## config.mk

```make
export PLATFORM = sky130hd
export DESIGN_NAME = mem_access_unit
export DESIGN_NICKNAME = d
export VERILOG_FILES = /design/src/rtl/dm_pkg.sv /design/src/rtl/mem_lane_align.sv /design/src/rtl/mem_access_unit.sv
export SDC_FILE = /design/constraint.sdc
export NUM_CORES = 1
export LEC_CHECK = 0
export ABC_AREA = 1
export CORE_ASPECT_RATIO = 1.75
export CORE_MARGIN = 1.5
export CORE_UTILIZATION = 30
export DETAILED_ROUTE_END_ITERATION = 7
export HOLD_SLACK_MARGIN = 0.05
export PLACE_DENSITY = 0.65
export SLEW_MARGIN = 20
export SYNTH_ARGS = -nofsm -noshare
export SYNTH_HDL_FRONTEND = slang
export SYNTH_SLANG_ARGS = --single-unit
```

## constraint.sdc

```tcl
create_clock -name clk -period 1.3 [get_ports clk]
set_input_delay 0.13 -clock clk [delete_from_list [all_inputs] [get_ports clk]]
set_output_delay 0.13 -clock clk [all_outputs]
set_load 0.01 [all_outputs]
```

## src/rtl/dm_pkg.sv

```systemverilog
// ============================================================================
// Module : dm_pkg
// Brief  : Size encodings, FSM state type and alignment check for the
//          load/store front end.
// Rev    : 1.0
// ============================================================================
`default_nettype none

package dm_pkg;

    localparam logic [1:0] SZ_BYTE = 2'b00;
    localparam logic [1:0] SZ_HALF = 2'b01;
    localparam logic [1:0] SZ_WORD = 2'b10;
    localparam logic [1:0] SZ_RSVD = 2'b11;

    typedef enum logic [2:0] {
        ST_IDLE     = 3'd0,
        ST_LOAD_RD  = 3'd1,
        ST_STORE_RD = 3'd2,
        ST_STORE_WR = 3'd3,
        ST_RESP     = 3'd4
    } state_t;

    // A reserved size is folded in so one call covers every error case.
    function automatic logic misaligned(input logic [1:0] size, input logic [1:0] addr_lo);
        logic bad;
        case (size)
            SZ_BYTE: bad = 1'b0;
            SZ_HALF: bad = addr_lo[0];
            SZ_WORD: bad = (addr_lo != 2'b00);
            default: bad = 1'b1;
        endcase
        return bad;
    endfunction

endpackage

`default_nettype wire

```

## src/rtl/mem_lane_align.sv

```systemverilog
// ============================================================================
// Module : mem_lane_align
// Brief  : Little-endian lane select/extend for loads and lane merge for
//          sub-word stores (purely combinational, 32-bit only).
// Rev    : 1.0
// ============================================================================
`default_nettype none

module mem_lane_align
    import dm_pkg::*;
(
    input  logic [31:0] i_word,
    input  logic [1:0]  i_offset,
    input  logic [1:0]  i_size,
    input  logic        i_unsigned,
    input  logic [31:0] i_wdata,
    output logic [31:0] o_load,
    output logic [31:0] o_merged
);

    logic [4:0]  w_bsh;
    logic [4:0]  w_hsh;
    logic [7:0]  w_byte;
    logic [15:0] w_half;
    logic [31:0] w_bshift;
    logic [31:0] w_hshift;

    assign w_bsh    = {i_offset, 3'b000};
    assign w_hsh    = {i_offset[1], 4'b0000};
    assign w_bshift = i_word >> w_bsh;
    assign w_hshift = i_word >> w_hsh;
    assign w_byte   = w_bshift[7:0];
    assign w_half   = w_hshift[15:0];

    always_comb begin
        o_load   = 32'h0;
        o_merged = i_word;
        case (i_size)
            SZ_BYTE: begin
                o_load   = i_unsigned ? {24'h0, w_byte} : {{24{w_byte[7]}}, w_byte};
                o_merged = (i_word & ~(32'h0000_00FF << w_bsh))
                         | ({24'h0, i_wdata[7:0]} << w_bsh);
            end
            SZ_HALF: begin
                o_load   = i_unsigned ? {16'h0, w_half} : {{16{w_half[15]}}, w_half};
                o_merged = (i_word & ~(32'h0000_FFFF << w_hsh))
                         | ({16'h0, i_wdata[15:0]} << w_hsh);
            end
            SZ_WORD: begin
                o_load   = i_word;
                o_merged = i_wdata;
            end
            default: begin
                o_load   = 32'h0;
                o_merged = i_word;
            end
        endcase
    end

endmodule

`default_nettype wire

```

## src/rtl/mem_access_unit.sv

```systemverilog
// ============================================================================
// Module : mem_access_unit
// Brief  : Load/store front end for a word-indexed DATAMEMORY with
//          read-modify-write sub-word stores and a valid/ready handshake.
// Rev    : 1.0
// ============================================================================
`default_nettype none

module mem_access_unit
    import dm_pkg::*;
#(
    parameter int ADDR_W = 32,
    parameter int DATA_W = 32
)(
    input  logic              clk,
    input  logic              rst_n,
    input  logic              reqValid,
    output logic              reqReady,
    input  logic              reqWrite,
    input  logic [1:0]        reqSize,
    input  logic              reqUnsigned,
    input  logic [ADDR_W-1:0] reqAddr,
    input  logic [DATA_W-1:0] reqWdata,
    output logic              respValid,
    output logic [DATA_W-1:0] respData,
    output logic              respError,
    output logic [ADDR_W-1:0] memAddress,
    output logic              memRead,
    output logic              memWrite,
    output logic [DATA_W-1:0] memWriteData,
    input  logic [DATA_W-1:0] memReadData
);

    state_t            r_state;
    logic [1:0]        r_size;
    logic [1:0]        r_offset;
    logic              r_unsigned;
    logic [DATA_W-1:0] r_wdata;
    logic [DATA_W-1:0] w_load;
    logic [DATA_W-1:0] w_merged;

    // Strobes decode straight from the state register so a reset drops them at once.
    assign reqReady  = (r_state == ST_IDLE);
    assign respValid = (r_state == ST_RESP);
    assign memRead   = (r_state == ST_LOAD_RD) || (r_state == ST_STORE_RD);
    assign memWrite  = (r_state == ST_STORE_WR);

    mem_lane_align u_align (
        .i_word     (memReadData),
        .i_offset   (r_offset),
        .i_size     (r_size),
        .i_unsigned (r_unsigned),
        .i_wdata    (r_wdata),
        .o_load     (w_load),
        .o_merged   (w_merged)
    );

    always_ff @(posedge clk or negedge rst_n) begin
        if (!rst_n) begin
            r_state      <= ST_IDLE;
            r_size       <= SZ_BYTE;
            r_offset     <= 2'b00;
            r_unsigned   <= 1'b0;
            r_wdata      <= '0;
            memAddress   <= '0;
            memWriteData <= '0;
            respData     <= '0;
            respError    <= 1'b0;
        end else begin
            case (r_state)
                ST_IDLE: begin
                    if (reqValid) begin
                        r_size     <= reqSize;
                        r_offset   <= reqAddr[1:0];
                        r_unsigned <= reqUnsigned;
                        r_wdata    <= reqWdata;
                        memAddress <= {2'b00, reqAddr[ADDR_W-1:2]};
                        if (misaligned(reqSize, reqAddr[1:0])) begin
                            respError <= 1'b1;
                            respData  <= '0;
                            r_state   <= ST_RESP;
                        end else if (!reqWrite) begin
                            r_state <= ST_LOAD_RD;
                        end else if (reqSize == SZ_WORD) begin
                            memWriteData <= reqWdata;
                            r_state      <= ST_STORE_WR;
                        end else begin
                            r_state <= ST_STORE_RD;
                        end
                    end
                end
                ST_LOAD_RD: begin
                    respData  <= w_load;
                    respError <= 1'b0;
                    r_state   <= ST_RESP;
                end
                ST_STORE_RD: begin
                    memWriteData <= w_merged;
                    r_state      <= ST_STORE_WR;
                end
                ST_STORE_WR: begin
                    respData  <= '0;
                    respError <= 1'b0;
                    r_state   <= ST_RESP;
                end
                ST_RESP: r_state <= ST_IDLE;
                default: r_state <= ST_IDLE;
            endcase
        end
    end

endmodule

`default_nettype wire

```

Word level (Yosys, flattened, before mapping)

Index checks and enable logic that the tools add are counted.

Bits in registers: 135
Bits of input ports: 103

Bitwise operators: 6
Reduce and logical (&&, ||, !) cells: 13
Equality and inequality tests: 13
Shift-type cells: 6
Muxes and demuxes: 23

Operators with widths:

| cell                    | number |
|---|---|
| $pmux W32 S3            | 3 |
| $mux W32                | 8 |
| $and A32 B32 Y32        | 2 |
| $not A32 Y32            | 2 |
| $or A32 B32 Y32         | 2 |
| $pmux W32 S2            | 1 |
| $shl A16 B5 Y32         | 1 |
| $shl A16 B5 Y32 const A | 1 |
| $shl A8 B5 Y32          | 1 |
| $shl A8 B5 Y32 const A  | 1 |
| $shr A32 B5 Y16         | 1 |
| $shr A32 B5 Y8          | 1 |
| $pmux W3 S3             | 1 |
| $eq A3 B2 Y1 const B    | 2 |
| $mux W3                 | 2 |
| $ne A2 B1 Y1 const B    | 3 |
| $reduce_and A3 Y1       | 2 |
| $reduce_bool A2 Y1      | 3 |
| $mux W1                 | 5 |
| $reduce_and A5 Y1       | 1 |
| $eq A2 B1 Y1 const B    | 2 |
| $eq A2 B2 Y1 const B    | 2 |
| $logic_not A2 Y1        | 2 |
| $ne A2 B2 Y1 const B    | 2 |
| 10 further kinds        | 10 |

Logic depth before layout (Yosys ltp)

Gate-level depths: netlist (run 1).

Depth after elaboration: 7
Mapped depth: 10
Gate-level depth less buffers: 9

By module

Synthesis (run 1) repeated with hierarchy kept, for this count alone.

Cell total of the unflattened synthesis: 1188
Area total of the unflattened synthesis: 7845.0 um^2

By module, submodules not included:

| module          | area each (um^2) | times used | seq. area each (um^2) | cells each |
|---|---|---|---|---|
| mem_access_unit | 5873.1           | 1          | 3378.2                | 713 |
| mem_lane_align  | 1971.9           | 1          | 0.0                   | 475 |

Worst setup path before layout (run 1)

OpenSTA, ideal clock, no wires.

Kind: reg-to-reg
Start: register r_state[0]
End: register r_wdata[5]
Buffers on the path: 2
Arrival: 1267 ps
Required time: 1170 ps
Setup slack: -97 ps
Stages on the path, launching flop included: 9
Setup time: 130 ps
Clock period less this slack: 1397 ps
Path through: dfrtp_1 inv_1 nand2_1 nor2_4 nand2_2 buf_2 buf_2 nand2_1 o21ai_0

Word-level cells in the longest chain between the ends: 2

RTL lines:

| element                            | RTL line              | RTL |
|---|---|---|
| start, declared                    | mem_access_unit.sv:34 | `state_t r_state;` |
| start signal, assigned             | mem_access_unit.sv:60 | `r_state <= ST_IDLE;` |
| start signal, assigned             | mem_access_unit.sv:81 | `r_state <= ST_RESP;` |
| start signal, assigned             | mem_access_unit.sv:83 | `r_state <= ST_LOAD_RD;` |
| $logic_not A3 Y1                   | n/a                   |  |
| via reqReady                       | mem_access_unit.sv:18 | `output logic reqReady,` |
| $reduce_and A2 Y1 (no source line) | n/a                   |  |
| end signal, assigned               | mem_access_unit.sv:76 | `r_wdata <= reqWdata;` |
| end, declared                      | mem_access_unit.sv:38 | `logic [DATA_W-1:0] r_wdata;` |

The timed path passes the listed nets, and every way through them passes these cells.
A chain may end at the register's enable or synchronous reset.

Final worst setup path (run 1)

Start: register r_state[1]
End: register memWriteData[10]

Word-level cells in the longest chain between the ends: 3
Elaborated cells on any way between the ends: 9
Classes of those cells: eq/ne: 5; mux: 1; reduce/logical: 3

RTL lines:

| element                                                     | RTL line              | RTL |
|---|---|---|
| $logic_not A3 Y1 or $eq A3 B2 Y1 (tied branches)            | mem_access_unit.sv:70 | `case (r_state)` |
| $ne A2 B1 Y1 (no source line), or another cell as far along | n/a                   |  |
| $reduce_and A5 Y1 (no source line)                          | n/a                   |  |
| end signal, assigned                                        | mem_access_unit.sv:85 | `memWriteData <= reqWdata;` |
| end signal, assigned                                        | mem_access_unit.sv:98 | `memWriteData <= w_merged;` |
| end, declared                                               | mem_access_unit.sv:30 | `output logic [DATA_W-1:0] memWriteData,` |

Parallel ways exist; a longest one is shown, timed or not.

==> results of run 1 <==
registers in the layout, summed over array words and instances (netlist names):
signal and cells:
memAddress 30, memWriteData 32, r_offset 2, r_size 2, r_state 3, r_unsigned 1, r_wdata 32, respData 32
respError 1
final cells by class:
| class | count | area, sq um | share of cell area [%] |
|---|---|---|---|
| Tap cell | 316 | 395 | 3.07 |
| Clock buffer | 19 | 443 | 3.43 |
| Multi-Input combinational cell | 799 | 4460 | 34.6 |
| Inverter | 101 | 392 | 3.04 |
| Sequential cell | 135 | 3380 | 26.2 |
| Timing Repair Buffer | 357 | 3680 | 28.5 |
| Clock inverter | 12 | 144 | 1.12 |
kinds of logic (layout without fill, tap and decap cells):
kind of cell,count (synthesis),in the layout,synth area share [%]
AO/OA/AOI/OAI,209,209,14.0
multiplexers,30,30,4.34
other,1,2,0.0482
buffers and inverters,173,489,9.55
AND/OR/NAND/NOR,558,558,28.6
flip-flops,135,135,43.4
layout by cell type (no fill, tap or decap), types with 31 or more instances in the layout:
cell type / instances
dlygate4sd2_1: 71
nand2_1: 266
o21ai_1: 39
a21oi_1: 67
nor2_1: 88
clkdlybuf4s50_1: 101
nand2_4: 31
nand2_2: 59
dfrtp_1: 131
nand3_1: 61
inv_1: 92
o21ai_0: 49
buf_4: 98
critical path: stages (launching register included):
cell and delay, ns:
dfrtp_1 0.42, buf_6 0.15, nor2_4 0.13, buf_6 0.16, nand3_4 0.09, nand2_4 0.09
buf_12 0.15, clkbuf_16 0.18, nor2_1 0.05, a21oi_1 0.13
power by group:
group	leakage [nW]	internal [mW]	switching, mW
clock network	0.283	2.90	2.08
logic	4.42	8.73	10.4
registers	1.64	6.08	1.55
total	6.34	17.7	14.0
how the worst max path moves through the flow:
stage                          from               end  slack, ns  cells after the start
floorplan                r_state[0]  memWriteData[24]      -0.06                      9
global placement    memReadData[13]       respData[5]      -0.27                      7
detailed placement  memReadData[13]       respData[5]      -0.28                      7
CTS                      r_state[2]           memRead      -0.27                      6
global route             r_state[2]  memWriteData[14]      -0.37                     10
finish                   r_state[1]  memWriteData[10]      -0.33                      9
per-stage QoR:
step	TNS [ns]	total power, mW	setup slack [ns]
2_1_floorplan	-6.50	15.7	-0.0578
3_3_place_gp	-24.98	22.8	-0.274
3_5_place_dp	-25.90	23.0	-0.278
4_1_cts	-24.30	28.3	-0.274
5_1_grt	-40.31	33.6	-0.375
6_report	-36.20	31.7	-0.332
metal layers:
layer	vias up	GRT usage [%]	share of wire (%)
met5	-	0	0
met4	0	13.6	5.8
met3	103	4.09	4.7
met2	338	40.3	53
met1	4229	25.1	36
li1	4144	-	-
what timing repair did:
item	4_1_cts	5_1_grt
cloned	4	11
hold buffers	1	0
setup endpoints to repair	231	142
hold endpoints to repair	135	0
pin swaps	14	42
resized for setup	173	277
buffers inserted	10	11
==> reports/summary.txt, run 1 <==
DRT Wirelength: 33,100 um
Initial Utilization: 30.7%
Layout fillers: 2,421
Final ANT Viol Nets: 0
Post-Layout Cell Count: 1,739
Synth-to-layout area growth: 65.8%
CTS max path bufs: 2
Die area: 26,900 sq um
Status: complete, but fails checks
Htree depth: 4
DP HPWL: 22,400 um
Critical Path Fanout Max: 8
Vias in the first global route: 8,569
FF-to-FF Start: r_state[1]
RePlAce Congestion: 0.899
Core Footprint: 25,300 sq um
Reg2Reg Depth: 9
Netlist Area Pre-Place: 7780 sq um
Final Cycle Share: 126%
Initial antenna violation count: 0
MaxCap Viol Count: 0
Pleak: 6.34 nW
Clock sink count: 135
Clk Latency, worst-skew pair: 0.45 ns
Largest cells by area after synthesis: dfrtp_1 43%, nand2_1 17%, o21ai_0 5.9%
Share of cells above drive strength 1: 29.0%
Power Density: 2460 nW/um^2
Fin. Hold Viols: 0
Max rail drop VDD: 1160 uV
Post-Syn Instances: 1,106
Most frequent cells after synthesis: 355 x nand2_1, 135 x dfrtp_1, 118 x nor2_1
Largest net degree at the start of global routing: 43
Area share of the largest cell type after synthesis: 43.4%
Failing checks: negative setup slack
PnR worst setup slack: -0.332 ns
Reg clk slew, reported paths: 0.06 ns
# IOs: 204
Critical Path End Type: flop
Warnings, synthesis: 0
Min Hold Slack: 0.116 ns
Reg-to-reg endpoint: memWriteData[10]
Via/cell ratio: 5.07
Gr ovfl total: 0
First-pass GRT wire length: 47,300 um
Root Driver: clkbuf_16
Yosys reg bits: 135
Worst Hold Class: in2async
Required @ worst endpoint: 1.68 ns
Die W: 125 um
CTS tree: built
Cell Rows: 77
Fin. max-slew vios: 0
Critical setup path kind: reg2reg
Post-route cell area: 12,900 sq um
Min Tclk post-route: 1.63 ns
Max Freq: 0.613 GHz
Sequential area share after synthesis: 43.4%
Ys async rst share: 100%
Wire length per cell after detailed routing: 19.0 um
DIE HEIGHT: 216 um
Layout Utilization: 50.9%
GRT Total Usage: 22.7%
Cell Area, Placed: 11,000 sq um
Post-synthesis cell type count: 24
DR iter-0 viols: 472
Cell type with the largest total area after synthesis: dfrtp_1
Predominant post-synthesis flop cell: dfrtp_1
Vias: 8,814
Clock buffers created by TritonCTS: 17
Post-Route Skew: 0.00839 ns
Final setup fails: 137
Mapped Avg Cell Area: 7.03 sq um
Count leader, synth: nand2_1
Nets@finish: 1,514
IO Port Bufs: 201
DRC violations left: 0
RSZ-0062 raised after global routing: yes
Internal reg-to-reg setup slack: -0.33 ns
ANT cells: 0
Post-synth EDFFs: 0
Dpl cells: 1,673
Critical Path Source Type: flop
Pre-antenna DRT Iters: 5
Worst Path Arrival: 2.01 ns
(Power assumes the default switching activity.)
==> inputs of run 2 (changes only) <==
Settings changed: CAP_MARGIN set to 20.
==> results of run 2 <==
The final DEF is identical to that of run 1; final timing and power are the same.
==> inputs of run 3 (changes only) <==
Settings changed: CTS_CLUSTER_SIZE set to 24, SYNTH_HIERARCHICAL set to 1.
==> run 3 against run 2 <==
  * The flow still finishes with violations (negative setup slack)
  * Die area up 0.83%
  * Sequential power rose by 5.2%
  * Worst setup slack lost 0.010 ns
  * Wire length grew 5.8%
  * Clock skew fell by 0.00060 ns
  * Cell area is 3.5% higher
  * Critical path type is now reg2out
  * Critical endpoint is now reqReady
==> reports/summary.txt, run 3 <==
Die W: 125 um (+0.41%)
Dpl cells: 1,747 (+4.4%)
Post-Route Skew: 0.00780 ns (-0.000596 ns)
Cell Area, Placed: 11,000 sq um (+0.56%)
Setup tns final: -36.36 ns (-0.167 ns)
Wire length per cell after detailed routing: 19.2 um (+0.75%)
Post-route cell area: 13,300 sq um (+3.5%)
First-pass GRT wire length: 52,100 um (+10%)
Layout Utilization: 51.6% (+0.70 points)
Core Footprint: 25,900 sq um (+2.1%)
Warnings, synthesis: 6 (+6)
Max Freq: 0.609 GHz (-0.61%)
GRT Total Usage: 25.2% (+2.4 points)
Min Hold Slack: 0.208 ns (+0.0922 ns)
CP Launch Point: r_state[0]
Internal reg-to-reg setup slack: -0.34 ns (about the same)
Critical path buffer and inverter count: 4 (unchanged)
Root Driver: clkbuf_16
Cell Rows: 78 (+1.3%)
Mapped Avg Cell Area: 6.60 sq um (-6.1%)
Stages on the worst setup path: 6 (-3)
Nets@finish: 1,595 (+5.4%)
Yosys reg bits: 135 (unchanged)
Slew headroom: 57.3%
Critical Path Fanout Max: 3 (-5)
Largest net degree at the start of global routing: 62 (+44%)
IO Port Bufs: 201 (unchanged)
DRC violations left: 0 (unchanged)
Fin. Hold Viols: 0 (unchanged)
Post-Syn Instances: 1,188 (+7.4%)
Min Tclk post-route: 1.64 ns (+0.0100 ns)
Vias in the first global route: 9,262 (+8.1%)
Die area: 27,200 sq um (+0.83%)
DR iter-0 viols: 496 (+5.1%)
Status: complete, but fails checks
Post-Layout Cell Count: 1,826 (+5.0%)
Worst setup path endpoint: reqReady
Cell type with the largest total area after synthesis: dfrtp_1
Fin. max-slew vios: 0 (unchanged)
Reg2Reg Depth: 11 (+2)
Reg clk slew, reported paths: 0.06 ns (about the same)
Most common cell after layout, fill and taps aside: nand2_1
Synth-to-layout area growth: 70.1%
Pre-antenna DRT Iters: 5 (unchanged)
Most frequent cells after synthesis: 616 x nand2_1, 135 x dfrtp_1, 135 x nand3_1
Crit path largest cell delay: 0.42 ns (about the same)
Family with the most delay on the worst path: buffers and inverters
Pleak: 7.00 nW (+10%)
Post-synth EDFFs: 0 (unchanged)
Count leader, synth: nand2_1
Initial antenna violation count: 1 (+1)
Storage cell area: 3380 sq um (about the same)
Place WS: -0.399 ns (-0.121 ns)
Share of cells above drive strength 1: 27.9% (-1.1 points)
Layout fillers: 2,429 (+0.33%)
FF-to-FF Start: r_state[0]
DP HPWL: 22,200 um (-0.62%)
Netlist Area Pre-Place: 7850 sq um (+0.85%)
Htree depth: 4 (unchanged)
RePlAce Congestion: 0.949 (+5.6%)
# IOs: 204 (unchanged)
Worst-Margin Slew: 0.640 ns
Crit path cell chain: inv_2 > nand2_4 > nor2_4 > buf_12 > buf_12 > buf_6
Critical setup path kind: reg2out
Gr ovfl total: 0 (unchanged)
Vias: 9,142 (+3.7%)
Worst Path Arrival: 1.51 ns (-0.50 ns)
Via/cell ratio: 5.01 (-1.2%)
Clk Latency, worst-skew pair: 0.45 ns (about the same)
DIE HEIGHT: 217 um (+0.42%)
Clock buffers created by TritonCTS: 17 (unchanged)
Final ANT Viol Nets: 0 (unchanged)
Reg-to-reg endpoint: memWriteData[0]
Failing checks: negative setup slack
Critical Path End Type: primary output
Final Cycle Share: 126% (+0.77 points)
Predominant post-synthesis flop cell: dfrtp_1
Sequential area share after synthesis: 43.1% (-0.37 points)
Largest cells by area after synthesis: dfrtp_1 43%, nand2_1 29%, nand3_1 8.6%
Multi-input logic area: 4670 sq um (+4.6%)
Ys async rst share: 100% (unchanged)
Clock sink count: 135 (unchanged)
RSZ-0062 raised after global routing: yes
Required @ worst endpoint: 1.17 ns (-0.51 ns)
Most frequent CP cell: buf_12
MaxCap Viol Count: 0 (unchanged)
Initial Utilization: 30.3% (-0.37 points)
Critical Path Source Type: flop
CTS tree: built
Max rail drop VDD: 1220 uV (+5.5%)
Post-synthesis cell type count: 25 (+4.2%)
Commonest cells after routing, fill and taps aside: 476 x nand2_1, 130 x dfrtp_1, 110 x nand2_2
Worst Hold Class: in2reg
CTS max path bufs: 2 (unchanged)
Final setup fails: 139 (+1.5%)
Top Registers: memWriteData: 32 flops, r_wdata: 32 flops, respData: 32 flops
Area share of the largest cell type after synthesis: 43.1% (-0.37 points)
Critical-path top delay cell: dfrtp_1
Power Density: 2650 nW/um^2 (+7.7%)
DRT Wirelength: 35,000 um (+5.8%)
Overall power: 35.3 mW (+11%)
PnR worst setup slack: -0.342 ns (-0.0100 ns)
==> run 3: cell count changes after synthesis, sizes merged, moves of 8 or more <==
cell and delta:
nand2 +259, nor2 -92, o21ai -28, mux2 -30
a21oi -70, nand3 +67, inv -18, o211ai -8
nand4 +9
==> run 3: area by class of cell <==
type	instances	area share, %
Clock inverter	10	1.43
Inverter	83	2.41
Sequential cell	135	25.4
Clock buffer	22	3.63
Tap cell	320	3.00
Antenna cell	1	0.0188
Multi-Input combinational cell	901	35.0
Timing Repair Buffer	354	29.2
==> run 3: logic make-up (layout without fill, tap and decap cells) <==
kind of cell	after synthesis	in the layout	share of synthesized area, %
AO/OA/AOI/OAI	97	97	6.36
other	1	3	0.0478
flip-flops	135	135	43.1
buffers and inverters	155	469	9.00
AND/OR/NAND/NOR	800	802	41.5
==> run 3: how the worst min path moves through the flow <==
| stage | cells past startpoint | slack (ns) | startpoint | end |
|---|---|---|---|---|
| floorplan | 0 | -0.17 | rst_n | memAddress[0] |
| global route | 3 | 0.24 | rst_n | r_wdata[6] |
| CTS | 3 | 0.18 | reqValid | r_size[1] |
| global placement | 1 | -0.06 | rst_n | memWriteData[6] |
| finish | 3 | 0.21 | reqValid | r_size[1] |
| detailed placement | 1 | -0.06 | rst_n | memWriteData[6] |
==> run 3: what timing repair did <==
item / in CTS / in global routing
pin swaps: 36 / 46
gates cloned: 22 / 5
setup buffers: 23 / 8
gates resized for setup: 272 / 197
hold endpoints to repair: 135 / 0
setup endpoints to repair: 233 / 146
hold buffers: 2 / 0
==> run 3: power breakdown <==
part	internal [mW]	total [mW]	switching, mW
Sequential	6.20	8.03	1.83
Clock	3.61	5.60	1.99
Combinational	10.0	21.7	11.7
Total	19.8	35.3	15.5
==> run 3: worst reg2reg max path, cell delays in order (launching register included) <==
cell and delay, ns:
dfrtp_1 0.42, inv_2 0.11, nand2_4 0.07, nor2_4 0.12
buf_12 0.13, buf_12 0.12, nand3_4 0.09, nand3_4 0.08
buf_12 0.15, buf_12 0.15, nand2_2 0.08, nand2_2 0.06
==> run 3: routing by layer <==
layer	routed length, um	vias to the layer above	track usage (%)
met2	18500	364	45.2
met1	11900	4337	25.3
met3	1980	119	5.26
met4	2570	0	19.0
met5	0	-	0
li1	-	4322	-
==> patch (settings of run 2) <==
Encoding of `state_t`: now one-hot (5 bits for 5 states).
--- a/src/rtl/dm_pkg.sv
+++ b/src/rtl/dm_pkg.sv
@@ -13,12 +13,12 @@
     localparam logic [1:0] SZ_WORD = 2'b10;
     localparam logic [1:0] SZ_RSVD = 2'b11;
 
-    typedef enum logic [2:0] {
-        ST_IDLE     = 3'd0,
-        ST_LOAD_RD  = 3'd1,
-        ST_STORE_RD = 3'd2,
-        ST_STORE_WR = 3'd3,
-        ST_RESP     = 3'd4
+    typedef enum logic [4:0] {
+        ST_IDLE     = 5'b00001,
+        ST_LOAD_RD  = 5'b00010,
+        ST_STORE_RD = 5'b00100,
+        ST_STORE_WR = 5'b01000,
+        ST_RESP     = 5'b10000
     } state_t;
 
     // A reserved size is folded in so one call covers every error case.
Behaviour: no difference found for any inputs over 4 cycles, from zero or initial values and one cycle with rst_n low; so few cycles prove little.
==> patch against run 2 <==
- the flow still finishes with violations (setup timing)
- routed wire length up 4.3%
- via count up 5.1%
- critical path depth down 3
- sequential cell count up 2
- count of clock-buffer cells in the layout down 2
- clock power down 2%
- power up 3.0%
- worst setup slack worse by 0.094 ns
- sequential share of layout area down 1.3 points
- area after synthesis up 2.5%
- hold slack better by 0.010 ns
- design area up 6.9%
- highest routed layer unchanged
==> patch: results (changes against run 2) <==
- Largest regs: memWriteData: 32 flops, r_wdata: 32 flops, respData: 32 flops
- Top cells by area, synth: dfrtp_1 (43%), nand2_1 (27%), nand3_1 (6.7%)
- Final setup fails: 141 (+2.9%)
- Post-CTS Resized: 315 (+82%)
- R2R Path Start: r_state[2]$_DFFE_PN0P_
- Post-CTS Setup Bufs: 40 (+30)
- Hold_buf cts: 1 (unchanged)
- Power Combinational: 20.2 mW (+6%)
- Antenna Cells: 0 (unchanged)
- Mux share of post-synthesis cell area: 0 (-0.04343)
- Slew margin rel.: 0.6441
- Layout Skew: 0.01027 ns (+0.001875 ns)
- Avg Synthesized Cell Area: 6.656 um2 (-5.4%)
- DP Area: 11,360 um2 (+3.6%)
- Switching share of power: 0.4385 (-0.003107)
- Post-Synth XOR/XNOR Area: 0 (unchanged)
- Avg Vias per Cell: 4.897 (-3.4%)
- 1st-iter DRT viols: 536 (+14%)
- WHS: 0.1261 ns (+0.009996 ns)
- R2R cell count: 11 (+2)
- Synth cell types: 28 (+17%)
- Flop-to-flop setup slack: -0.41 ns (-0.08 ns)
- Largest net degree at the start of global routing: 45 (+4.7%)
- Routability congestion estimate from global placement: 0.9236 (+2.8%)
- Vias in the first global route: 9,177 (+7.1%)
- All-Layer GR Usage: 0.2461 (+0.01884)
- Async set-reset flop share out of synthesis: 1.000 (unchanged)
- First-pass GRT wire length: 51,490 um (+9.0%)
- Crit path DAT: 1.60 ns (-0.41 ns)
- Clock Path Buffers: 2 (unchanged)
- Clk slew on worst S/H paths: 0.06 ns (about the same)
- LEAKAGE: 7.223 nW (+14%)
- Violated checks: setup timing
- Clock share of power: 0.149 (-0.008)
- Sequential area share after synthesis: 0.4301 (-0.004197)
- Post-DP HPWL: 23,110 um (+3.3%)
- Outcome: finished with violations
- Crit path max fanout: 3 (-5)
- Maximum VDD drop: 1300 uV (+12%)
- Largest delay contributor family on the critical path: flip-flops
- DR WL/cell: 18.23 um (-4.1%)
- Post-synthesis compound-gate area fraction: 0.09525 (-0.04502)
- Root buf cell: clkbuf_16
- Non-filler cells, final: 1,892 (+8.8%)
- Slowest cell on crit path: dfrtp_1
- Pre-Repair DR Iteration Count: 5 (unchanged)
- FF-to-FF End: memWriteData[10]$_DFFE_PN0P_
- Setup ws final: -0.4263 ns (-0.09421 ns)
- Combinational power share: 0.619 (+0.016)
- Fillcell total: 2,407 (-0.58%)
- Synth cell count leaders: nand2_1 (581), dfrtp_1 (136), nand3_1 (107)
- Max incr delay on CP: about 0.41 ns
- Crit path capture: respValid
- Placed Cells: 1,795 (+7.3%)
- YS warnings: 0 (unchanged)
- Worst-Skew Late Latency: 0.45 ns (about the same)
- Buffers on Ports: 201 (unchanged)
- Share of cells above drive strength 1: 0.2882 (-0.002064)
- Final nets: 1,663 (+9.8%)
## patch: metal layers
metal	up-vias	part of all wire	wire length [um]	global-route usage
li1	4509	-	-	-
met1	4333	0.35	12160	0.2571
met2	334	0.53	18380	0.4559
met3	90	0.053	1821	0.04308
met4	0	0.062	2128	0.1487
met5	-	0	0	0
## patch: layout make-up
type	instances	area [um2]	area share
Multi-Input combinational cell	911	4718	0.3421
Timing Repair Buffer	408	4292	0.3112
Sequential cell	137	3432	0.2489
Clock buffer	17	425.4	0.03085
Tap cell	320	400.4	0.02903
Inverter	83	347.8	0.02522
Clock inverter	14	150.1	0.01089
Timing Repair inverter	2	25.02	0.001815
## patch: metrics by stage
stage / setup TNS [ns] / setup WS, ns
after floorplan: -11.59 / -0.1324
after global placement: -37.51 / -0.3125
after detailed placement: -40.61 / -0.3470
after CTS: -44.46 / -0.3951
after global routing: -53.09 / -0.4837
final: -44.43 / -0.4263
